===== src/rtl/data_mem_ctrl_if.sv =====
// Request/acknowledge bus between the control unit and the data memory
// controller. The control unit is the master; the memory controller is the
// slave and reports completion, errors and busy status back.
interface data_mem_ctrl_if #(
  parameter int DATA_W = 8,
  parameter int ADDR_W = 4
);

  logic              req;
  logic [1:0]        op;
  logic [ADDR_W-1:0] addr;
  logic [DATA_W-1:0] wdata;
  logic [DATA_W-1:0] rdata;
  logic              ack;
  logic              err;
  logic              busy;

  modport master (
    output req,
    output op,
    output addr,
    output wdata,
    input  rdata,
    input  ack,
    input  err,
    input  busy
  );

  modport slave (
    input  req,
    input  op,
    input  addr,
    input  wdata,
    output rdata,
    output ack,
    output err,
    output busy
  );

endinterface


===== src/rtl/data_mem_ctrl.sv =====
// Single-port data memory for the 8-bit processor with a req/ack handshake,
// a programmable number of wait states, a two-word preload applied on reset,
// an atomic read-modify-write add, and error reporting for the illegal op.
// The control unit stalls while busy is high and advances on the ack pulse.
module data_mem_ctrl #(
  parameter int                DATA_W      = 8,
  parameter int                ADDR_W      = 4,
  parameter int                WAIT_CYCLES = 1,   // legal range 1..15
  parameter logic [ADDR_W-1:0] INIT_A0     = ADDR_W'(1),
  parameter logic [DATA_W-1:0] INIT_D0     = DATA_W'(8'h0F),
  parameter logic [ADDR_W-1:0] INIT_A1     = ADDR_W'(3),
  parameter logic [DATA_W-1:0] INIT_D1     = DATA_W'(8'h09)
) (
  input logic            clk,
  input logic            rst_n,
  data_mem_ctrl_if.slave bus
);

  localparam int         DEPTH     = 1 << ADDR_W;
  localparam logic [3:0] LAST_WAIT = 4'(WAIT_CYCLES - 1);

  typedef enum logic [1:0] {
    ST_IDLE,
    ST_WAIT,
    ST_RESP
  } state_t;

  typedef enum logic [1:0] {
    OP_READ    = 2'b00,
    OP_WRITE   = 2'b01,
    OP_RMW     = 2'b10,
    OP_ILLEGAL = 2'b11
  } op_t;

  state_t            state;
  op_t               op_q;
  logic [ADDR_W-1:0] addr_q;
  logic [DATA_W-1:0] wdata_q;
  logic [3:0]        wait_cnt;
  logic [DATA_W-1:0] mem [DEPTH];

  logic [DATA_W-1:0] rdata_q;
  logic              ack_q;
  logic              err_q;
  logic              busy_q;

  assign bus.rdata = rdata_q;
  assign bus.ack   = ack_q;
  assign bus.err   = err_q;
  assign bus.busy  = busy_q;

  // Handshake FSM, wait-state counter, memory array and registered outputs.
  always_ff @(posedge clk) begin
    if (!rst_n) begin
      state    <= ST_IDLE;
      wait_cnt <= '0;
      op_q     <= OP_READ;
      addr_q   <= '0;
      wdata_q  <= '0;
      rdata_q  <= '0;
      ack_q    <= 1'b0;
      err_q    <= 1'b0;
      busy_q   <= 1'b0;
      // NOTE: the memory array is deliberately reset: software expects a
      // known image after reset. The preload writes come after the clear so
      // they override it, and INIT_D1 wins if both preload addresses match.
      mem          <= '{default: '0};
      mem[INIT_A0] <= INIT_D0;
      mem[INIT_A1] <= INIT_D1;
    end else begin
      case (state)
        ST_IDLE: begin
          ack_q <= 1'b0;
          err_q <= 1'b0;
          if (bus.req) begin
            op_q     <= op_t'(bus.op);
            addr_q   <= bus.addr;
            wdata_q  <= bus.wdata;
            wait_cnt <= '0;
            busy_q   <= 1'b1;
            state    <= ST_WAIT;
          end
        end

        ST_WAIT: begin
          if (wait_cnt == LAST_WAIT) begin
            case (op_q)
              OP_READ:  rdata_q <= mem[addr_q];
              OP_WRITE: mem[addr_q] <= wdata_q;
              OP_RMW: begin
                // NOTE: non-blocking assignment means the right-hand side
                // below still sees the old word, so rdata gets the pre-add
                // value while the sum is written back on the same edge.
                rdata_q     <= mem[addr_q];
                mem[addr_q] <= mem[addr_q] + wdata_q;
              end
              default: ;  // illegal op: memory and rdata untouched
            endcase
            ack_q <= 1'b1;
            err_q <= (op_q == OP_ILLEGAL);
            state <= ST_RESP;
          end else begin
            wait_cnt <= wait_cnt + 4'd1;
          end
        end

        ST_RESP: begin
          ack_q  <= 1'b0;
          err_q  <= 1'b0;
          busy_q <= 1'b0;
          state  <= ST_IDLE;
        end

        default: begin
          state  <= ST_IDLE;
          busy_q <= 1'b0;
        end
      endcase
    end
  end

endmodule


===== src/flat_wrapper.sv =====
// flat-port wrapper written by rule: the top's interface ports become plain ports
module data_mem_ctrl_flat 
#(
  parameter int                DATA_W      = 8,
  parameter int                ADDR_W      = 4,
  parameter int                WAIT_CYCLES = 1,                       
  parameter logic [ADDR_W-1:0] INIT_A0     = ADDR_W'(1),
  parameter logic [DATA_W-1:0] INIT_D0     = DATA_W'(8'h0F),
  parameter logic [ADDR_W-1:0] INIT_A1     = ADDR_W'(3),
  parameter logic [DATA_W-1:0] INIT_D1     = DATA_W'(8'h09)
)
  (clk, rst_n, bus_req, bus_op, bus_addr, bus_wdata, bus_rdata, bus_ack, bus_err, bus_busy);
  data_mem_ctrl_if #(.DATA_W(DATA_W), .ADDR_W(ADDR_W)) bus_i ();
  input logic clk;
  input logic rst_n;
  input wire logic [$bits(bus_i.req)-1:0] bus_req;
  input wire logic [$bits(bus_i.op)-1:0] bus_op;
  input wire logic [$bits(bus_i.addr)-1:0] bus_addr;
  input wire logic [$bits(bus_i.wdata)-1:0] bus_wdata;
  output wire logic [$bits(bus_i.rdata)-1:0] bus_rdata;
  output wire logic [$bits(bus_i.ack)-1:0] bus_ack;
  output wire logic [$bits(bus_i.err)-1:0] bus_err;
  output wire logic [$bits(bus_i.busy)-1:0] bus_busy;
  assign bus_i.req = bus_req;
  assign bus_i.op = bus_op;
  assign bus_i.addr = bus_addr;
  assign bus_i.wdata = bus_wdata;
  assign bus_rdata = bus_i.rdata;
  assign bus_ack = bus_i.ack;
  assign bus_err = bus_i.err;
  assign bus_busy = bus_i.busy;
  data_mem_ctrl #(.DATA_W(DATA_W), .ADDR_W(ADDR_W), .WAIT_CYCLES(WAIT_CYCLES), .INIT_A0(INIT_A0), .INIT_D0(INIT_D0), .INIT_A1(INIT_A1), .INIT_D1(INIT_D1)) u_core (.clk(clk), .rst_n(rst_n), .bus(bus_i));
endmodule

===== config.mk =====
export PLATFORM = sky130hd
export DESIGN_NAME = data_mem_ctrl_flat
export DESIGN_NICKNAME = d
export VERILOG_FILES = /design/src/rtl/data_mem_ctrl_if.sv /design/src/rtl/data_mem_ctrl.sv /design/src/flat_wrapper.sv
export SDC_FILE = /design/constraint.sdc
export NUM_CORES = 1
export LEC_CHECK = 0
export BUFFER_PORTS_ARGS = -buffer_cell sky130_fd_sc_hd__buf_2
export CORE_MARGIN = 3
export CORE_UTILIZATION = 45
export DETAILED_ROUTE_END_ITERATION = 10
export GPL_TIMING_DRIVEN = 0
export PLACE_DENSITY_LB_ADDON = 0.1
export SYNTH_ARGS = -nofsm -noshare
export SYNTH_HDL_FRONTEND = slang
export SYNTH_SLANG_ARGS = --single-unit

===== constraint.sdc =====
create_clock -name clk -period 7.05 [get_ports clk]
set_input_delay 0.3525 -clock clk [delete_from_list [all_inputs] [get_ports clk]]
set_output_delay 0.3525 -clock clk [all_outputs]
set_load 0.02 [all_outputs]

==> impl_metrics.json, run 1 <==
{
  "grt_antenna_before_repair": 0,
  "final_cell_mix": "dfxtp_1, nor2_1, a211oi_1",
  "outcome": "finished, final reports clean",
  "num_vias": 5885,
  "drtIter0Drc": 536,
  "post_cts_buffers": 0,
  "io_buffers": 27,
  "syn_area_sq_um": 7116,
  "coreArea_sq_um": 15310,
  "overflow": 0,
  "postCtsHoldBufs": 0,
  "cp_slowest_cell": "a2111oi_2",
  "yosys.area.top_type_share": 0.4473,
  "clock_sinks": 159,
  "irDropWorstVdd_uv": 180.1,
  "hp-class": "in -> reg",
  "yosysTopAreaCell": "dfxtp_1",
  "gp_congestion": 0.9083,
  "grt_pass1_vias": 5860,
  "required_ns": 7.32,
  "htreeDepth": 4,
  "critPathKind": "reg -> reg",
  "power_density_nw_per_um2": 249.7,
  "start_util": 0.4646,
  "root_buffer": "clkbuf_16",
  "ys_seq_area_frac": 0.4473,
  "die_w_microns": 131.7,
  "post-dp-hpwl_microns": 15200,
  "grtUsageTotal": 0.2460,
  "die_y_microns": 131.7,
  "drc": 0,
  "cts_buffers": 17,
  "postSynth.asyncResetShare": 0,
  "fin_cells": 994,
  "path_clk_slew_ns": 0.06,
  "ant_nets": 0,
  "tightest_slew_ns": 0.9649,
  "hold_violations": 0,
  "cp_data_arrival_time_ns": 5.52,
  "relSlewSlack": 0.3518,
  "slowest_delay_ns": 0.72,
  "num_antenna_cells": 0,
  "wl_per_cell_microns": 20.91,
  "max_freq_mhz": 190.6,
  "nets": 801,
  "crit_fanout": 10,
  "placementRows": 45,
  "ff2ff_path_depth": 13,
  "rsz0062_at_grt": "false",
  "tritoncts": "done",
  "fin_tns_setup_ns": 0,
  "min_period_ns": 5.247,
  "synth_edf_count": 0,
  "synth_top_cells_by_area": "dfxtp_1, mux4_2, a211oi_1",
  "grt_pass1_wl_microns": 33080,
  "synthDistinctLibCells": 52,
  "cts_buffer_depth": 2,
  "hold_slack_ns": 0.1572,
  "postSynthAreaPerCell_sq_um": 9.815,
  "synthCells": 725,
  "insertion_delay_ns": 0.44,
  "setup_viol_count_final": 0,
  "firstDrtPassIters": 5,
  "grt_max_degree": 17,
  "syn_nets": 755,
  "fin_crit_sh": 0.7443,
  "ys_seq_elements": 159,
  "start_kind": "flop",
  "drive_gt1_frac": 0.1673,
  "drt-total-wl_microns": 20780,
  "placed_cells": 963,
  "hold_depth": 3,
  "power.leakage_nw": 2.812,
  "cap_violations": 0,
  "p_total_w": 0.002023,
  "ys.flop_type": "dfxtp_1",
  "vias_per_cell": 5.921,
  "critPathCaptureType": "flop",
  "fin_util": 0.5290,
  "finClkSkew_ns": 0.01303,
  "report.final.slew_viol_count": 0,
  "syn2layout_area_growth_pct": 13.86,
  "final_common_cell": "dfxtp_1",
  "die_area_sq_um": 17360,
  "synth_warnings": 0,
  "path_cells": "buf_4, buf_1, mux4_2, mux4_2, ha_1, fa_1, a21o_1, a21o_1, a21oi_1, nor4bb_1, a2111oi_2, clkbuf_1, a211oi_1",
  "io_pins": 28,
  "cts_resized": 0
}
per-layer routing:
| layer | up-vias | part of all wire | GRT usage | wire length [microns] |
|---|---|---|---|---|
| li1 | 2740 | - | - | - |
| met1 | 2878 | 0.44 | 0.3298 | 9063 |
| met2 | 222 | 0.47 | 0.3983 | 9827 |
| met3 | 45 | 0.069 | 0.04885 | 1433 |
| met4 | 0 | 0.022 | 0.08926 | 455 |
| met5 | - | 0 | 0 | 0 |
cell type report:
class                      instances  area [sq um]
buffer                            62         294.0
clock buffer                      20         446.7
clock inverter                    11         140.1
fill                            1416          7213
inverter                           5         18.77
multi-input combinational        499          3620
sequential                       159          3183
tap                              211         264.0
timing repair buffer              27         135.1
synthesized netlist by cell type, types with 5 or more instances:
master,count
ha_1,12
a311oi_1,5
buf_2,13
nand4_1,6
xnor2_1,5
mux4_2,39
o211ai_1,6
a31oi_1,14
clkbuf_1,37
nor2b_1,5
buf_4,6
nand2_1,53
a21oi_1,48
xor2_1,5
o21ai_0,18
mux2i_1,26
nand2b_1,5
a211oi_1,72
nor2_1,134
dfxtp_1,159
final timing paths:
path,slack (ns),endpoint,start
worst max-delay path,1.80,u_core.mem[70]$_SDFFE_PN0P_,u_core.addr_q[1]$_SDFFE_PN0P_
worst max register to register,1.80,u_core.mem[70]$_SDFFE_PN0P_,u_core.addr_q[1]$_SDFFE_PN0P_
worst min-delay path,0.16,u_core.wdata_q[1]$_SDFFE_PN0P_,bus_wdata[1]
worst min register to register,0.46,u_core.mem[98]$_SDFFE_PN0P_,u_core.mem[98]$_SDFFE_PN0P_
power breakdown:
group | internal (W) | switching (W)
combinational | 0.0000571 | 0.000114
sequential | 0.000909 | 0.00000769
clock | 0.000562 | 0.000374
total | 0.00153 | 0.000495
cells by family after synthesis:
logic type	count (synthesis)	synth area share
compound gates	184	0.1750
xor+xnor	10	0.01231
fa+ha+maj	13	0.02391
buf+inv	67	0.04396
flops	159	0.4473
mux	67	0.1641
simple gates	225	0.1335
metrics by stage:
step | area [sq um] | setup slack, ns
after global routing | 8102 | 1.523
after floorplan | 7116 | 2.885
after CTS | 8102 | 1.827
after detailed placement | 7515 | 1.850
final | 8102 | 1.803
after global placement | 7515 | 1.878
state kept, by name, summed over array words and instances, names as in the netlist:
| register | flops |
|---|---|
| u_core.mem | 128 |
| u_core.bus.ack | 1 |
| u_core.op_q | 2 |
| u_core.bus.err | 1 |
| u_core.bus.busy | 1 |
| u_core.state | 2 |
| u_core.addr_q | 4 |
| u_core.bus.rdata | 8 |
| u_core.wdata_q | 8 |
| u_core.wait_cnt | 4 |
critical path, delay by kind of cell (launching register included):
family / cells / cell delay (ns)
AOI/OAI and AO/OA: 5 / 1.48
adders and majority gates: 2 / 0.66
buffers and inverters: 3 / 1.36
DFF: 1 / 0.48
muxes: 2 / 0.97
and+or+nand+nor: 1 / 0.12
(Power assumes the default switching activity.)
==> inputs of run 2 (changes only) <==
--- a/config.mk
+++ b/config.mk
@@ -5,6 +5,7 @@
 export SDC_FILE = /design/constraint.sdc
 export NUM_CORES = 1
 export LEC_CHECK = 0
+export ABC_AREA = 1
 export BUFFER_PORTS_ARGS = -buffer_cell sky130_fd_sc_hd__buf_2
 export CORE_MARGIN = 3
 export CORE_UTILIZATION = 45
==> constraint.sdc (replaced) <==
create_clock -name clk -period 4.2 [get_ports clk]
set_input_delay 0.21 -clock clk [delete_from_list [all_inputs] [get_ports clk]]
set_output_delay 0.21 -clock clk [all_outputs]
set_load 0.02 [all_outputs]
==> run 2 against run 1 <==
Effect of this change:
- non-clock buffer count down 16
- clock power rose by 78%
- combinational power increased by 130%
- critical path depth grew 4
- final cell count is 22% higher
- highest routed layer unchanged
- sequential share of layout area fell by 0.70 points
- utilization grew 0.56 points
- global-route usage is 0.13 points lower
- design area up 1.8%
- critical endpoint is now u_core.mem[86]$_SDFFE_PN0P_
- fmax grew 31%
- sequential power rose by 70%
==> impl_metrics.json, run 2 <==
{
  "relSlewSlack": 0.4684,
  "root_buffer": "clkbuf_16",
  "start_util": 0.4675,
  "hold_depth": 3,
  "min_period_ns": 3.991,
  "drtIter0Drc": 485,
  "wl_per_cell_microns": 17.59,
  "critPathCaptureType": "flop",
  "num_vias": 6468,
  "vias_per_cell": 5.328,
  "reg2reg_to": "u_core.mem[86]$_SDFFE_PN0P_",
  "ff2ff_path_depth": 17,
  "power.leakage_nw": 3.389,
  "overflow": 0,
  "hold_violations": 0,
  "tritoncts": "done",
  "synth.most_common_cell": "dfxtp_1",
  "start_kind": "flop",
  "tightest_slew_ns": 0.7974,
  "regArea_sq_um": 3183,
  "grt_pass1_vias": 6173,
  "dp_slack_ns": -0.1454,
  "final_common_cell": "dfxtp_1",
  "max_freq_mhz": 250.5,
  "fin_ws_ns": 0.2087,
  "die_w_microns": 132.6,
  "synth_edf_count": 0,
  "die_area_sq_um": 17580,
  "syn_area_sq_um": 7212,
  "post-dp-hpwl_microns": 15420,
  "irDropWorstVdd_uv": 350.9,
  "path_clk_slew_ns": 0.06,
  "power_density_nw_per_um2": 438.5,
  "min_from": "bus_wdata[0]",
  "post_cts_buffers": 0,
  "io_pins": 28,
  "ant_nets": 0,
  "grt_pass1_wl_microns": 33780,
  "largest_reg_flops": 128,
  "postSynthAreaPerCell_sq_um": 7.632,
  "finClkSkew_ns": 0.008581,
  "ys_seq_area_frac": 0.4414,
  "cp_data_arrival_time_ns": 4.30,
  "coreArea_sq_um": 15430,
  "ys_seq_elements": 159,
  "cts_buffer_depth": 2,
  "reg2reg_slack_ns": 0.21,
  "multiInputGateArea_sq_um": 3258,
  "insertion_delay_ns": 0.43,
  "synth_warnings": 0,
  "yosysTopAreaCell": "dfxtp_1",
  "outcome": "finished, final reports clean",
  "cts_buffers": 17,
  "postCtsHoldBufs": 0,
  "postSynth.asyncResetShare": 0,
  "io_buffers": 27,
  "fin_tns_setup_ns": 0,
  "nets": 1020,
  "synthCells": 945,
  "drt-total-wl_microns": 21360,
  "timing.rr.start": "u_core.addr_q[0]$_SDFFE_PN0P_",
  "syn_nets": 975,
  "regMostFlops": "u_core.mem",
  "report.final.slew_viol_count": 0,
  "drc": 0,
  "gp_congestion": 0.8538,
  "grtUsageTotal": 0.2447,
  "firstDrtPassIters": 5,
  "cap_violations": 0,
  "placementRows": 45,
  "synth_commonest_cells": "dfxtp_1, o21ai_0, a21oi_1",
  "clock_sinks": 159,
  "die_y_microns": 132.6,
  "grt_antenna_before_repair": 0,
  "rsz0062_at_grt": "false",
  "setup_viol_count_final": 0,
  "synthDistinctLibCells": 35,
  "hp-class": "in -> reg",
  "required_ns": 4.51,
  "syn2layout_area_growth_pct": 14.37,
  "min_to": "u_core.wdata_q[0]$_SDFFE_PN0P_",
  "critPathKind": "reg -> reg",
  "crit_fanout": 10,
  "synth_top_cells_by_area": "dfxtp_1, o21ai_0, a21oi_1",
  "yosys.area.top_type_share": 0.4414,
  "n_fill_cell": 1537,
  "fin_crit_sh": 0.9503,
  "htreeDepth": 4,
  "num_antenna_cells": 0,
  "final_cell_mix": "dfxtp_1, o21ai_0, a21oi_1",
  "drive_gt1_frac": 0.1456,
  "grt_max_degree": 17,
  "ys.flop_type": "dfxtp_1"
}
[run 2: changes by cell type after synthesis, sizes merged, moves of 28 or more]
cell	before	now
mux4	39	0
inv	5	147
nor2	134	70
a21oi	49	138
nand2	53	102
a22oi	0	28
o21ai	19	156
a211oi	72	17
[run 2: power breakdown]
part / total, W / leakage (nW) / switching, W / internal, W
clock network: 0.00167 / 0.313 / 0.000632 / 0.00104
logic: 0.000390 / 1.79 / 0.000296 / 0.0000938
registers: 0.00156 / 1.29 / 0.0000194 / 0.00154
[run 2: per-layer routing]
metal,up-vias,share of wire,track usage,wire (microns)
met5,-,0,0,0
met4,0,0.020,0.08661,423
met3,28,0.051,0.05665,1094
met2,173,0.45,0.3834,9634
met1,2989,0.48,0.3321,10210
li1,3278,-,-,-
[run 2: how the worst max path moves through the flow]
stage / from / endpoint / slack [ns] / cells past startpoint
finish: u_core.addr_q[0]$_SDFFE_PN0P_ / u_core.mem[86]$_SDFFE_PN0P_ / 0.21 / 17
floorplan: u_core.addr_q[1]$_SDFFE_PN0P_ / u_core.mem[100]$_SDFFE_PN0P_ / 1.25 / 17
CTS: u_core.addr_q[0]$_SDFFE_PN0P_ / u_core.mem[114]$_SDFFE_PN1P_ / 0.008 / 13
detailed placement: u_core.addr_q[0]$_SDFFE_PN0P_ / u_core.mem[44]$_SDFFE_PN0P_ / -0.15 / 17
global placement: u_core.addr_q[0]$_SDFFE_PN0P_ / u_core.mem[44]$_SDFFE_PN0P_ / -0.12 / 17
global route: u_core.addr_q[0]$_SDFFE_PN0P_ / u_core.mem[86]$_SDFFE_PN0P_ / 0.02 / 17
[run 2: timing repair]
item                                    CTS  global route
endpoints found under the setup margin   10            30
gates resized for setup                   1             4
pin swaps                                 0             0
[run 2: through the flow]
stage               instances  hold slack (ns)    util  area, sq um  total power (W)
finish                   1214          0.01125  0.5346         8248         0.003617
global route             1214          0.01398  0.5346         8248         0.003732
CTS                      1215        0.0007608  0.5343         8243         0.003622
detailed placement       1183           0.4424  0.4934         7611         0.001973
global placement         1183           0.4359  0.4934         7611         0.001972
floorplan                 945           0.3449       -         7212         0.001833
[run 2: critical path, cell delays in order, from the launching register on]
cell and delay (ns):
dfxtp_1 0.35, buf_6 0.17, nand2_1 0.39, buf_2 0.35, o22ai_1 0.12, o21ai_0 0.27, nand4_1 0.23, ha_1 0.29
fa_1 0.42, nand3_1 0.09, nand2_1 0.09, a21oi_1 0.18, o21bai_1 0.12, nand2_1 0.07, nand2_1 0.05, o22ai_2 0.27
buf_2 0.30, a21oi_1 0.09
[run 2: kinds of logic after synthesis]
| kind of cell | share of synthesized area |
|---|---|
| XOR/XNOR | 0.001215 |
| buffers and inverters | 0.1079 |
| adder cells (fa/ha/maj) | 0.02359 |
| AO/OA/AOI/OAI | 0.2870 |
| AND/OR/NAND/NOR | 0.1390 |
| flip-flops | 0.4414 |
[run 2: layout make-up]
class / count / share of cell area
Tap cell: 211 / 0.03201
Multi-Input combinational cell: 592 / 0.3950
Sequential cell: 159 / 0.3859
Buffer: 46 / 0.02715
Clock inverter: 11 / 0.01957
Inverter: 147 / 0.06690
Clock buffer: 21 / 0.05704
Timing Repair Buffer: 27 / 0.01638
